## src/rtl/vga_fetch.sv

```systemverilog
// vga_fetch: single-outstanding framebuffer read master that fills a small FIFO
// drained one word per pix_req by the pixel timing logic.
module vga_fetch #(
  parameter logic [31:0] BASE_ADDR = 32'h0000_4000,
  parameter int FRAME_WORDS = 19200,
  parameter int FIFO_DEPTH = 16,
  parameter int FIFO_AW = 4
) (
  input  logic                 clock,
  input  logic                 reset,
  input  logic                 enable,
  input  logic                 frame_start,
  output logic [31:0]          bus_address,
  output logic                 bus_read,
  input  logic                 bus_wait,
  input  logic [31:0]          bus_readdata,
  input  logic                 pix_req,
  output logic [31:0]          pix_data,
  output logic                 pix_valid,
  output logic                 underflow,
  output logic [FIFO_AW:0]     fifo_level,
  output logic                 frame_done
);
  localparam int CW = $clog2(FRAME_WORDS + 1);
  localparam logic [CW-1:0] LAST = CW'(FRAME_WORDS - 1);
  localparam logic [FIFO_AW:0] DEPTH = FIFO_DEPTH[FIFO_AW:0];
  typedef enum logic [1:0] {IDLE, REQ, GAP} state_t;
  state_t state, state_nx;
  logic [CW-1:0] word_cnt;
  logic [FIFO_AW-1:0] wr_ptr, rd_ptr;
  logic [31:0] mem [FIFO_DEPTH];
  logic push, pop, nonempty;
  // bus_read is decoded from state so an async reset drops it immediately
  assign bus_read = state == REQ;
  assign nonempty = fifo_level != '0;
  assign push = bus_read && !bus_wait && !frame_start;
  assign pop = pix_req && nonempty && !frame_start;
  always_comb begin
    state_nx = IDLE;
    if (state == REQ) state_nx = (frame_start || !bus_wait) ? GAP : REQ;
    else if (state == IDLE) state_nx = (!frame_start && enable && !frame_done && fifo_level < DEPTH) ? REQ : IDLE;
  end
  always_ff @(posedge clock or posedge reset)
    if (reset) state <= IDLE;
    else state <= state_nx;
  always_ff @(posedge clock)
    if (push) mem[wr_ptr] <= bus_readdata;
  always_ff @(posedge clock or posedge reset)
    if (reset) begin
      pix_data <= '0;
      pix_valid <= 1'b0;
    end else begin
      pix_valid <= pop;
      if (pop) pix_data <= mem[rd_ptr];
    end
  // frame_start flushes everything and discards a read completing in the same cycle
  always_ff @(posedge clock or posedge reset)
    if (reset) begin
      bus_address <= BASE_ADDR;
      word_cnt <= '0;
      frame_done <= 1'b0;
      underflow <= 1'b0;
      wr_ptr <= '0;
      rd_ptr <= '0;
      fifo_level <= '0;
    end else if (frame_start) begin
      bus_address <= BASE_ADDR;
      word_cnt <= '0;
      frame_done <= 1'b0;
      underflow <= 1'b0;
      wr_ptr <= '0;
      rd_ptr <= '0;
      fifo_level <= '0;
    end else begin
      if (push) begin
        bus_address <= bus_address + 32'd4;
        word_cnt <= word_cnt + 1'b1;
        wr_ptr <= wr_ptr + 1'b1;
        if (word_cnt == LAST) frame_done <= 1'b1;
      end
      if (pop) rd_ptr <= rd_ptr + 1'b1;
      if (pix_req && !nonempty) underflow <= 1'b1;
      fifo_level <= fifo_level + (FIFO_AW+1)'(push) - (FIFO_AW+1)'(pop);
    end
endmodule

```

## config.mk

```make
export PLATFORM = sky130hd
export DESIGN_NAME = vga_fetch
export DESIGN_NICKNAME = d
export VERILOG_FILES = /design/src/rtl/vga_fetch.sv
export SDC_FILE = /design/constraint.sdc
export NUM_CORES = 1
export LEC_CHECK = 0
export BUFFER_PORTS_ARGS = -buffer_cell sky130_fd_sc_hd__buf_2
export CAP_MARGIN = 20
export CORE_UTILIZATION = 55
export DETAILED_ROUTE_END_ITERATION = 10
export PLACE_DENSITY = 0.78
export SETUP_SLACK_MARGIN = 0.1
export SYNTH_ARGS = -nofsm -noshare
export SYNTH_HDL_FRONTEND = slang
export SYNTH_SLANG_ARGS = --single-unit
```

## constraint.sdc

```tcl
create_clock -name clock -period 3.44 [get_ports clock]
set_input_delay 0.86 -clock clock [delete_from_list [all_inputs] [get_ports clock]]
set_output_delay 0.86 -clock clock [all_outputs]
set_load 0.005 [all_outputs]
```

### After elaboration in Yosys (flattened, before gate mapping)

Memory sizes are Yosys's and may differ from the RTL's. A register that Yosys moved wholly into a read port is not among the register bits.
Index checks and enable logic that the tools add are counted.

| storage, ports and cells | value |
|---|---|
| register bits after elaboration | 65 |
| bits in latches | 0 |
| memory bits (writable) | 512 |
| ROM bits | 0 |
| output and inout bits | 73 |
| word-level logic and storage cells | 59 |
| memories kept | 1 |

Memories:

| memory | depth | width | rd ports | clocked after memory_dff | write ports | line | text |
|---|---|---|---|---|---|---|---|
| mem | 16 | 32 | 1 | 1 | 1 | 31 | `logic [31:0] mem [FIFO_DEPTH];` |

| operators by class | value |
|---|---|
| $add $sub $neg | 6 |
| multipliers | 0 |
| divide/modulo/power cells | 0 |
| magnitude comparators | 1 |
| eq/ne operators | 2 |
| shifts and indexed selects | 0 |
| muxes and demuxes | 20 |
| bitwise operators | 0 |
| reduce and logical (&&, ||, !) cells | 20 |

Operators with widths:

| operator | number |
|---|---|
| 2-to-1 mux 32 bit | 2 |
| adder 32 x 3 -> 32 bit, second input constant | 1 |
| 2-to-1 mux 15 bit | 2 |
| 2-to-1 mux 4 bit | 4 |
| adder 15 x 1 -> 15 bit, second input constant | 1 |
| equality test 15 bit, second input constant | 1 |
| 2-to-1 mux 1 bit | 9 |
| adder 4 x 1 -> 4 bit, second input constant | 2 |
| logical AND 1 bit | 8 |
| nonzero test 2 bit | 4 |
| adder 5 x 1 -> 5 bit | 1 |
| < comparator 5 bit, second input constant | 1 |
| 2-to-1 mux 5 bit | 1 |
| nonzero test 5 bit | 1 |
| subtractor 5 x 1 -> 5 bit | 1 |
| logical NOT 1 bit | 4 |
| 2-to-1 mux 2 bit | 2 |
| equality test 2 x 1 -> 1 bit, second input constant | 1 |
| logical NOT 2 bit | 1 |
| AND reduction 2 bit | 1 |
| logical OR 1 bit | 1 |

### Depth between registers and ports, before layout

Gate-level depths: netlist of run 1.

| depth | value |
|---|---|
| depth in word-level cells | 7 |
| gate-level depth with buffers | 17 |

### Worst setup path after synthesis of run 1

Ideal clock, no wire load.

| path | value |
|---|---|
| path kind | input to register |
| start point | input port bus_wait |
| end point | memory mem[12][0], enable pin |
| library setup time | 0.421 ns |
| arrival time | 3.223 ns |
| setup slack | -0.205 ns |
| stages on the path | 6 |
| buffers on the path | 2 |
| cells stage by stage | or3b_1 > buf_2 > clkbuf_1 > nor2_1 > nand3_1 > nor2_1 |

| between the ends | value |
|---|---|
| longest elaborated chain between the ends | 5 |

Ends and longest elaborated chain:

| what | line | text |
|---|---|---|
| start, declared | 15 | `input logic bus_wait,` |
| logical NOT 1 bit | 36 | `assign push = bus_read && !bus_wait && !frame_start;` |
| logical AND 1 bit (2 in series) | 36 |  |
| 2-to-1 mux 1 bit | 47 | `if (push) mem[wr_ptr] <= bus_readdata;` |
| 2-to-1 mux 1 bit (implied by the code) | 47 |  |
| end, declared | 31 |  |

No other way between the ends.

### Worst setup path after layout of run 1

| path | value |
|---|---|
| start point | register fifo_level[2] |
| end point | register fifo_level[4] |

| between the ends | value |
|---|---|
| longest elaborated chain between the ends | 5 |
| elaborated cells between the ends (all ways) | 6 |
| those cells by class | 2 x add/sub; 1 x mux; 3 x reduce/logical |

Ends and longest elaborated chain:

| what | line | text |
|---|---|---|
| start, declared | 21 | `output logic [FIFO_AW:0] fifo_level,` |
| start signal, assigned | 83 | `fifo_level <= fifo_level + (FIFO_AW+1)'(push) - (FIFO_AW+1)'(pop);` |
| nonzero test 5 bit | 35 | `assign nonempty = fifo_level != '0;` |
| logical AND 1 bit (2 in series) | 37 | `assign pop = pix_req && nonempty && !frame_start;` |
| net pop | 32 | `logic push, pop, nonempty;` |
| subtractor 5 x 1 -> 5 bit | 83 |  |
| 2-to-1 mux 5 bit | 66 | `end else if (frame_start) begin` |

The timed path passes the listed nets, and every way through them passes these cells.
A chain may end at the register's enable or synchronous reset.

==> out/qor.csv, run 1 <==
metric,value,unit
status,"finished, final reports clean",
worst skew pair latency,0.63,ns
Max Slew Vio Count,0,
GP Congestion,0.7839,
Synth Instances,1233,
leading area contributor after synthesis,edfxtp_1,
Initial Util,0.5621,
"commonest non-fill, non-tap cell in the layout",edfxtp_1,
area of the multi-input gates,0.005704,mm²
Mapped Area,0.02379,mm²
CP max-delay cell,or4b_2,
final-report setup violation count,0,
Setup Skew,0.03437,ns
min Tclk post-route,3.043,ns
clk slew on worst S/H paths,0.06,ns
Worst-Margin Slew,0.9665,ns
Syn Area/Cell,19.29,µm²
CP peak stage delay,0.71,ns
Max Fanout on Critical Path,6,
Slew headroom,0.3557,
Max IR drop VDD,0.4833,mV
number of setup buffers added after CTS,0,
final core utilization,0.6487,
layout cells sized above 1,0.2919,
number of synthesized flops with an enable pin,512,
CTS tree,built,
CTS root buf,clkbuf_16,
total track usage,0.2353,
max-cap viol count,0,
DRT Pass-1 Iters,7,
WL per Instance,24.99,µm
CP required,3.92,ns
placed cell count,1903,
post-synth top area share,0.6463,
Post-synth ARST share,0.1565,
setup slack after layout,0.3968,ns
storage element area,0.01776,mm²
critical path type,reg2reg,
Avg Vias per Cell,6.142,
most frequent cells in the layout,"edfxtp_1, mux4_2, buf_2, dfrtp_1, clkbuf_16",
Setup crit start kind,flip-flop,
post-detailed-routing wire length,50240,µm
vias in the first global route,12710,
critical-path cell list,"inv_1, ha_1, or4b_2, nand3_4, inv_1, ha_1, inv_1, ha_1, inv_1, fa_1, nor2b_1, o21bai_1, a21oi_1, nor3b_1",
smallest hold slack,0.3620,ns
Critical Path Sink Type,flip-flop,
first-pass GRT wire length,76450,µm
floorplan core area,0.04232,mm²
clock buffer depth,3,
"Gates resized, CTS repair",0,
Die Wd,210.0,µm
number of CTS-inserted buffers,56,
total congestion overflow,0,
die area,0.04409,mm²
Final Power,16.77,mW
worst path arrival time,3.52,ns
unrepaired setup endpoints after global routing,no,
hold crit path type,in2async,
Final period util,0.8847,
pwr dens,610.9,mW/mm²
clock sinks,607,
leak pwr,9.329,nW
initial antenna violation count,2,
largest cells by area after synthesis,"edfxtp_1, mux4_2, dfrtp_1",
register area share after synthesis,0.7462,
DP HPWL,28550,µm
Synth Warn #,0,
fillers,2745,
Place WS,0.1666,ns
"non-filler cells, final",2010,
I/O pins,111,
DRT iter0 DRCs,1421,
ANT nets after route,0,
CTS H-Tree Depth,2,
cell mode on critical path,inv_1,
num rows,75,
DRC viols,0,
nets,1436,
Die Span Y,210.0,µm
pin count of the biggest net entering global routing,65,
Vias,12350,
number of buffers inserted by hold repair at cts,0,
post-synthesis register bit count,607,
Syn-to-layout area delta,15.39,%
Netlist cell types,50,
ys flop type,edfxtp_1,
IO Port Bufs,108,
"Hold Vio Cnt, Final",0,
f_max,0.3286,GHz
[flip-flops by register name, indices dropped and copies added, names as in the netlist]
| register | cells |
|---|---|
| pix_valid | 1 |
| rd_ptr | 4 |
| wr_ptr | 4 |
| fifo_level | 5 |
| bus_address | 30 |
| frame_done | 1 |
| word_cnt | 15 |
| underflow | 1 |
| pix_data | 32 |
| state | 2 |
| mem | 512 |
[per-layer routing]
layer  global-route usage  up-vias  routed length, µm
li1                     -     5302                  -
met1               0.3283     6486              20850
met2               0.3889      465              25120
met3              0.04082       91               3168
met4              0.06343        2               1086
met5                    0        -                 13
[per-stage QoR]
step | TNS [ns] | instance area [µm²]
2_1_floorplan | -26.18 | 23790
3_3_place_gp | 0 | 25420
3_5_place_dp | 0 | 25420
4_1_cts | 0 | 27450
5_1_grt | 0 | 27450
6_report | 0 | 27450
[cells by family after synthesis]
group,synth area share
other cells,0.0001576
xor+xnor,0.008467
mux,0.1365
fa+ha+maj,0.007679
simple gates,0.04150
buf+inv,0.01667
flops,0.7462
compound gates,0.04276
[power by group]
group	internal, mW	switching [mW]
clock	3.98	2.72
sequential	8.22	0.209
combinational	0.664	0.974
[cell type report]
cell class,instances,area share
Multi-Input combinational cell,532,0.2078
Timing Repair Buffer,162,0.04129
Sequential cell,607,0.6471
Clock buffer,73,0.05556
Inverter,25,0.003509
Tap cell,577,0.02630
Clock inverter,33,0.01841
Antenna cell,1,0.00009115
[path summary, 6_finish.rpt]
kind | startpoint | endpoint | slack [ns] | cells past startpoint
setup reg to reg | fifo_level[2] | fifo_level[4] | 0.40 | 14
hold reg to reg | pix_data[10] | pix_data[10] | 0.47 | 1
hold / removal | reset | pix_data[13] | 0.36 | 2
min in group clock | pix_data[10] | pix_data[10] | 0.47 | 1
setup / recovery | fifo_level[2] | fifo_level[4] | 0.40 | 14
max in group asynchronous | reset | bus_address[14] | 2.30 | 3
[synthesized netlist by cell type (3+ instances only)]
| cell type | number |
|---|---|
| nor2b_1 | 7 |
| ha_1 | 13 |
| nor3b_1 | 3 |
| nor2_1 | 36 |
| o31ai_1 | 9 |
| and2_1 | 14 |
| nor4b_1 | 4 |
| o21ai_0 | 11 |
| or3_1 | 11 |
| inv_1 | 25 |
| clkbuf_1 | 33 |
| nor3_1 | 7 |
| nand4_1 | 7 |
| a211oi_1 | 32 |
| a21oi_1 | 31 |
| or2_2 | 4 |
| nor4_1 | 3 |
| buf_4 | 3 |
| and4_1 | 6 |
| edfxtp_1 | 512 |
| dfrtp_1 | 94 |
| and3_1 | 4 |
| xnor2_1 | 12 |
| mux4_2 | 128 |
| a21o_1 | 33 |
| buf_1 | 11 |
| o22ai_1 | 32 |
| mux2i_1 | 32 |
| or4_1 | 11 |
| buf_2 | 23 |
| nand3_1 | 21 |
| nand2_1 | 27 |
| mux2_2 | 4 |
| xor2_1 | 11 |
[worst max-delay path: cells and delay by family, from the launching register on]
family	cells	cell delay, ns
simple gates	4	1.07
fa+ha+maj	4	0.94
flops	1	0.40
compound gates	2	0.26
buf+inv	4	0.24
Power figures use the tool's default switching activity.
==> inputs of run 2 (changes only) <==
--- a/config.mk
+++ b/config.mk
@@ -9,8 +9,9 @@
 export CAP_MARGIN = 20
 export CORE_UTILIZATION = 55
 export DETAILED_ROUTE_END_ITERATION = 10
+export GPL_TIMING_DRIVEN = 1
 export PLACE_DENSITY = 0.78
-export SETUP_SLACK_MARGIN = 0.1
+export SETUP_SLACK_MARGIN = 0.4
 export SYNTH_ARGS = -nofsm -noshare
 export SYNTH_HDL_FRONTEND = slang
 export SYNTH_SLANG_ARGS = --single-unit
==> run 2 against run 1 <==
Against the previous run: die area stayed put; combinational power hardly changed; clock power is 5.5% lower; sequential power is 0.6% lower; final area is 0.67% lower; non-clock buffer count is 19 lower; critical path type unchanged; largest cell class unchanged.
==> out/qor.csv, run 2 (synthesis gave the netlist of run 1 again) <==
metric,value,unit
I/O pins,111,
Slew headroom,0.3955,
R2R depth,14,
number of CTS-inserted buffers,58,
CTS H-Tree Depth,2,
Setup crit start kind,flip-flop,
"Hold Vio Cnt, Final",0,
fillers,2761,
pin count of the biggest net entering global routing,81,
number of setup buffers added after CTS,0,
max-cap viol count,0,
num rows,75,
IO Port Bufs,108,
most frequent cells in the layout,"edfxtp_1, mux4_2, buf_2, dfrtp_1, clkbuf_16",
Clk pwr share,0.387,
ANT nets after route,0,
vias in the first global route,12560,
"commonest non-fill, non-tap cell in the layout",edfxtp_1,
status,"finished, final reports clean",
part of the power in registers,0.512,
"reg-to-reg slack, setup",0.62,ns
Critical Path Sink Type,flip-flop,
final-report setup violation count,0,
Largest Register,mem,
worst skew pair latency,0.61,ns
CP peak stage delay,0.52,ns
initial antenna violation count,2,
min Tclk post-route,2.821,ns
critical-path cell list,"inv_1, ha_1, or4b_4, nand3_4, inv_1, ha_1, inv_1, ha_1, inv_1, fa_2, nor2b_1, o21bai_1, a21oi_1, nor3b_2",
first-pass GRT wire length,75870,µm
Die Wd,210.0,µm
CTS tree,built,
clk slew on worst S/H paths,0.06,ns
setup tns final,0,ns
WL per Instance,24.88,µm
total congestion overflow,0,
Final period util,0.8201,
Largest regs,"mem x512, pix_data x32, bus_address x30",
Max Fanout on Critical Path,6,
Initial Util,0.5621,
leak pwr,9.182,nW
Max Slew Vio Count,0,
Setup Skew,0.02414,ns
floorplan core area,0.04232,mm²
max reg flops,512,
Place WS,0.3355,ns
Worst-Margin Slew,0.9067,ns
number of buffers inserted by hold repair at cts,0,
setup slack after layout,0.6187,ns
critical path's top delay family,adder cells,
sw frac,0.2366,
DRT iter0 DRCs,1143,
Max IR drop VDD,0.5991,mV
Die Span Y,210.0,µm
f_max,0.3545,GHz
Vias,12140,
clock buffer depth,3,
die area,0.04409,mm²
total track usage,0.2323,
CTS root buf,clkbuf_16,
cell mode on critical path,inv_1,
layout cells sized above 1,0.2806,
pwr dens,600.3,mW/mm²
DRC viols,0,
"Gates resized, CTS repair",0,
Worst Path Buf+Inv,4,
DRT Pass-1 Iters,5,
nets,1419,
reg2reg end,fifo_level[4],
critical path type,reg2reg,
smallest hold slack,0.2975,ns
Avg Vias per Cell,6.094,
Psw,3.872,mW
Critical R2R Launch,fifo_level[3],
Syn-to-layout area delta,14.62,%
DP HPWL,26120,µm
clock sinks,607,
# diodes,0,
Internal,12.50,mW
post-detailed-routing wire length,49550,µm
unrepaired setup endpoints after global routing,no,
CP required,3.92,ns
GP Congestion,0.7682,
worst path arrival time,3.30,ns
CP max-delay cell,or4b_4,
hold crit path type,in2async,
logic gate share of total power,0.101,
## run 2: per-layer routing
layer | part of all wire | GRT usage | routed length (µm)
met1 | 0.40 | 0.3103 | 20020
met2 | 0.52 | 0.4026 | 25570
met3 | 0.063 | 0.03769 | 3103
met4 | 0.017 | 0.05839 | 846
met5 | 0.00022 | 0 | 11
## run 2: cell type report
type / instances / area [µm²] / share of cell area
well taps: 577 / 721.9 / 0.02648
clock inverters: 35 / 342.8 / 0.01257
clock buffers: 73 / 1559 / 0.05717
repair buffers: 143 / 1066 / 0.03910
multi-input cells: 532 / 5718 / 0.2097
flip-flops and latches: 607 / 17760 / 0.6514
inverters: 25 / 97.59 / 0.003579
## run 2: how the worst max path moves through the flow
stage,to,cells past startpoint,slack [ns],startpoint
2_1_floorplan,mem[15][0],6,0.36,bus_wait
3_3_place_gp,fifo_level[4],13,0.41,bus_wait
3_5_place_dp,fifo_level[4],13,0.34,bus_wait
4_1_cts,fifo_level[4],14,0.60,fifo_level[3]
5_1_grt,fifo_level[4],14,0.41,fifo_level[3]
6_report,fifo_level[4],14,0.62,fifo_level[3]
## run 2: worst register-to-register path, delay by kind of cell, from the launching register on
family | cells | cell delay (ns)
flip-flops | 1 | 0.40
AO/OA/AOI/OAI | 2 | 0.28
AND/OR/NAND/NOR | 4 | 0.85
adder cells (fa/ha/maj) | 4 | 0.91
buffers and inverters | 4 | 0.26
## run 2: stage by stage
stage	total power [mW]	util	cells	instance area, µm²
2_1_floorplan	9.515	-	1234	23870
3_3_place_gp	10.15	0.5994	1884	25370
3_5_place_dp	10.21	0.5994	1884	25370
4_1_cts	16.50	0.6443	1992	27270
5_1_grt	16.92	0.6443	1992	27270
6_report	16.37	0.6443	1992	27270
## run 2: power by group through the flow
stage          registers [mW]  logic, mW  clock network [mW]
2_1_floorplan            8.53      0.988                   0
3_3_place_gp             8.53       1.61                   0
3_5_place_dp             8.54       1.67                   0
4_1_cts                  8.39       1.68                6.43
5_1_grt                  8.41       1.81                6.70
6_report                 8.38       1.66                6.33
==> inputs of run 3 (changes only) <==
--- a/config.mk
+++ b/config.mk
@@ -5,6 +5,7 @@
 export SDC_FILE = /design/constraint.sdc
 export NUM_CORES = 1
 export LEC_CHECK = 0
+export ABC_AREA = 1
 export BUFFER_PORTS_ARGS = -buffer_cell sky130_fd_sc_hd__buf_2
 export CAP_MARGIN = 20
 export CORE_UTILIZATION = 55
==> constraint.sdc (replaced) <==
create_clock -name clock -period 2.5 [get_ports clock]
set_input_delay 0.625 -clock clock [delete_from_list [all_inputs] [get_ports clock]]
set_output_delay 0.625 -clock clock [all_outputs]
set_load 0.005 [all_outputs]
==> run 3 against run 2 <==
Against the previous run: synthesized cell count up 88%; core utilization down 0.10 points; global-route usage up 3.0 points; clock power up 43%; combinational power rose to 3.4 times the previous value; power up 60%; hold slack worse by 0.13 ns; final cell count up 56%; via count up 47%; clock-buffer cell count unchanged; non-clock buffer count up 46; critical path depth up 3.
==> out/qor.csv, run 3 <==
metric,value,unit
status,"finished, final reports clean",
Initial Util,0.5573,
sw frac,0.2883,
num rows,78,
clock buffer depth,3,
"reg-to-reg slack, setup",0.09,ns
Synth Instances,2322,
critical path type,reg2reg,
number of buffers inserted by hold repair at cts,0,
number of CTS-inserted buffers,60,
floorplan core area,0.04538,mm²
post-synthesis register bit count,607,
most frequent cells in the layout,"nand2_1, edfxtp_1, nand3_1, buf_2, dfrtp_1",
post-detailed-routing wire length,60510,µm
logic gate share of total power,0.216,
"commonest non-fill, non-tap cell in the layout",nand2_1,
clk slew on worst S/H paths,0.06,ns
Netlist cell types,38,
vias in the first global route,17670,
Setup crit start kind,flip-flop,
leak pwr,11.32,nW
total track usage,0.2628,
IO Port Bufs,108,
I/O pins,111,
nets,2504,
"non-filler cells, final",3101,
R2R depth,17,
Setup Skew,0.01819,ns
Max Slew Vio Count,0,
total congestion overflow,0,
Commonest cells post-synth,"nand2_1, edfxtp_1, nand3_1",
pin count of the biggest net entering global routing,131,
WL per Instance,19.51,µm
placed cell count,2973,
Largest Register,mem,
smallest hold slack,0.1671,ns
Slew headroom,0.5375,
CP required,3.03,ns
DRT iter0 DRCs,1721,
Critical R2R Launch,fifo_level[2],
layout cells sized above 1,0.1323,
Die Wd,216.4,µm
post-synth top area share,0.6080,
"count leader, synth",nand2_1,
first-pass GRT wire length,95970,µm
Avg Vias per Cell,5.761,
die area,0.04684,mm²
Largest regs,"mem x512, pix_data x32, bus_address x30",
max-cap viol count,0,
GP Congestion,0.8471,
DRC viols,0,
Mapped Area,0.02529,mm²
DP HPWL,33990,µm
Final period util,0.9623,
CTS root buf,clkbuf_16,
worst skew pair latency,0.61,ns
ys flop type,edfxtp_1,
Max Fanout on Critical Path,2,
Psw,7.567,mW
register area share after synthesis,0.7020,
unrepaired setup endpoints after global routing,yes,
Syn Area/Cell,10.89,µm²
Synth Warn #,0,
Worst-Margin Slew,0.6938,ns
Internal,18.68,mW
number of synthesized flops with an enable pin,512,
clock sinks,607,
min Tclk post-route,2.406,ns
Clk pwr share,0.345,
hold crit path type,in2async,
f_max,0.4157,GHz
initial antenna violation count,0,
DRT Pass-1 Iters,6,
final-report setup violation count,0,
Die Span Y,216.4,µm
max reg flops,512,
# diodes,0,
reg2reg end,fifo_level[4],
pwr dens,899.0,mW/mm²
Vias,17870,
Syn-to-layout area delta,15.43,%
CTS H-Tree Depth,2,
Post-synth ARST share,0.1565,
Max IR drop VDD,0.6901,mV
CTS tree,built,
part of the power in registers,0.439,
Critical Path Sink Type,flip-flop,
ANT nets after route,0,
largest cells by area after synthesis,"edfxtp_1, nand2_1, dfrtp_1",
"Hold Vio Cnt, Final",0,
worst path arrival time,2.93,ns
leading area contributor after synthesis,edfxtp_1,
## run 3: repair_timing
action,4_1_cts,5_1_grt
setup buffers,15,2
gates resized for setup,6,10
endpoints found under the setup margin,25,36
pin swaps,7,3
## run 3: critical path, stage by stage, from the launching register on
cell and delay (ns):
dfrtp_1 0.38, inv_2 0.07, ha_4 0.15, inv_2 0.06, nor2_4 0.04, nand2_2 0.07, nand2_2 0.08, nor2_4 0.13
ha_4 0.21, inv_2 0.06, ha_4 0.12, inv_2 0.03, fa_2 0.32, inv_2 0.08, a21oi_2 0.06, o21bai_1 0.21
o21ai_1 0.11, a21oi_1 0.14
## run 3: through the flow
stage               setup TNS (ns)  instance area (µm²)  power [mW]    util  setup slack (ns)
floorplan                   -46.61                25560       15.38       -           -0.4428
global placement                 0                27050       16.83  0.5960           0.01690
detailed placement        -0.03352                27050       17.02  0.5960          -0.03352
CTS                              0                29150       26.26  0.6423            0.2073
global route                     0                29190       27.43  0.6433         0.0002771
finish                           0                29190       26.24  0.6433           0.09416
## run 3: worst max path at each step
stage	start	to	slack [ns]
2_1_floorplan	bus_wait	mem[5][0]	-0.44
6_report	fifo_level[2]	fifo_level[4]	0.09
3_5_place_dp	bus_wait	fifo_level[4]	-0.03
5_1_grt	fifo_level[2]	fifo_level[4]	0.0003
3_3_place_gp	bus_wait	fifo_level[4]	0.02
4_1_cts	fifo_level[2]	fifo_level[4]	0.21
## run 3: logic make-up after synthesis
kind of cell,Yosys count,share of synthesized area
other,1,0.0001483
xor gates and xnor gates,1,0.0003464
AOI/OAI and AO/OA,73,0.01524
and+or+nand+nor,1432,0.2381
buffers and inverters,194,0.03691
DFF,607,0.7020
adders and majority gates,14,0.007224
## run 3: cell type report
type	count	area, µm²
clock buffers	73	1572
clock inverters	38	397.9
multi-input cells	1522	6860
fillers	3249	16190
well taps	600	750.7
flip-flops and latches	607	17760
inverters	72	306.5
repair buffers	189	1543
## run 3: layer usage
layer	vias to the layer above	routed length, µm	track usage
met2	832	30230	0.4470
met4	0	1426	0.08357
met1	8713	24070	0.3535
met5	-	0	0
li1	8219	-	-
met3	101	4781	0.03270
## run 3: power groups by stage
stage          sequential [mW]  clock [mW]  combinational (mW)
4_1_cts                   11.5        9.13                5.60
3_5_place_dp              11.7           0                5.29
2_1_floorplan             11.7           0                3.66
3_3_place_gp              11.7           0                5.11
6_report                  11.5        9.05                5.66
5_1_grt                   11.6        9.53                6.34
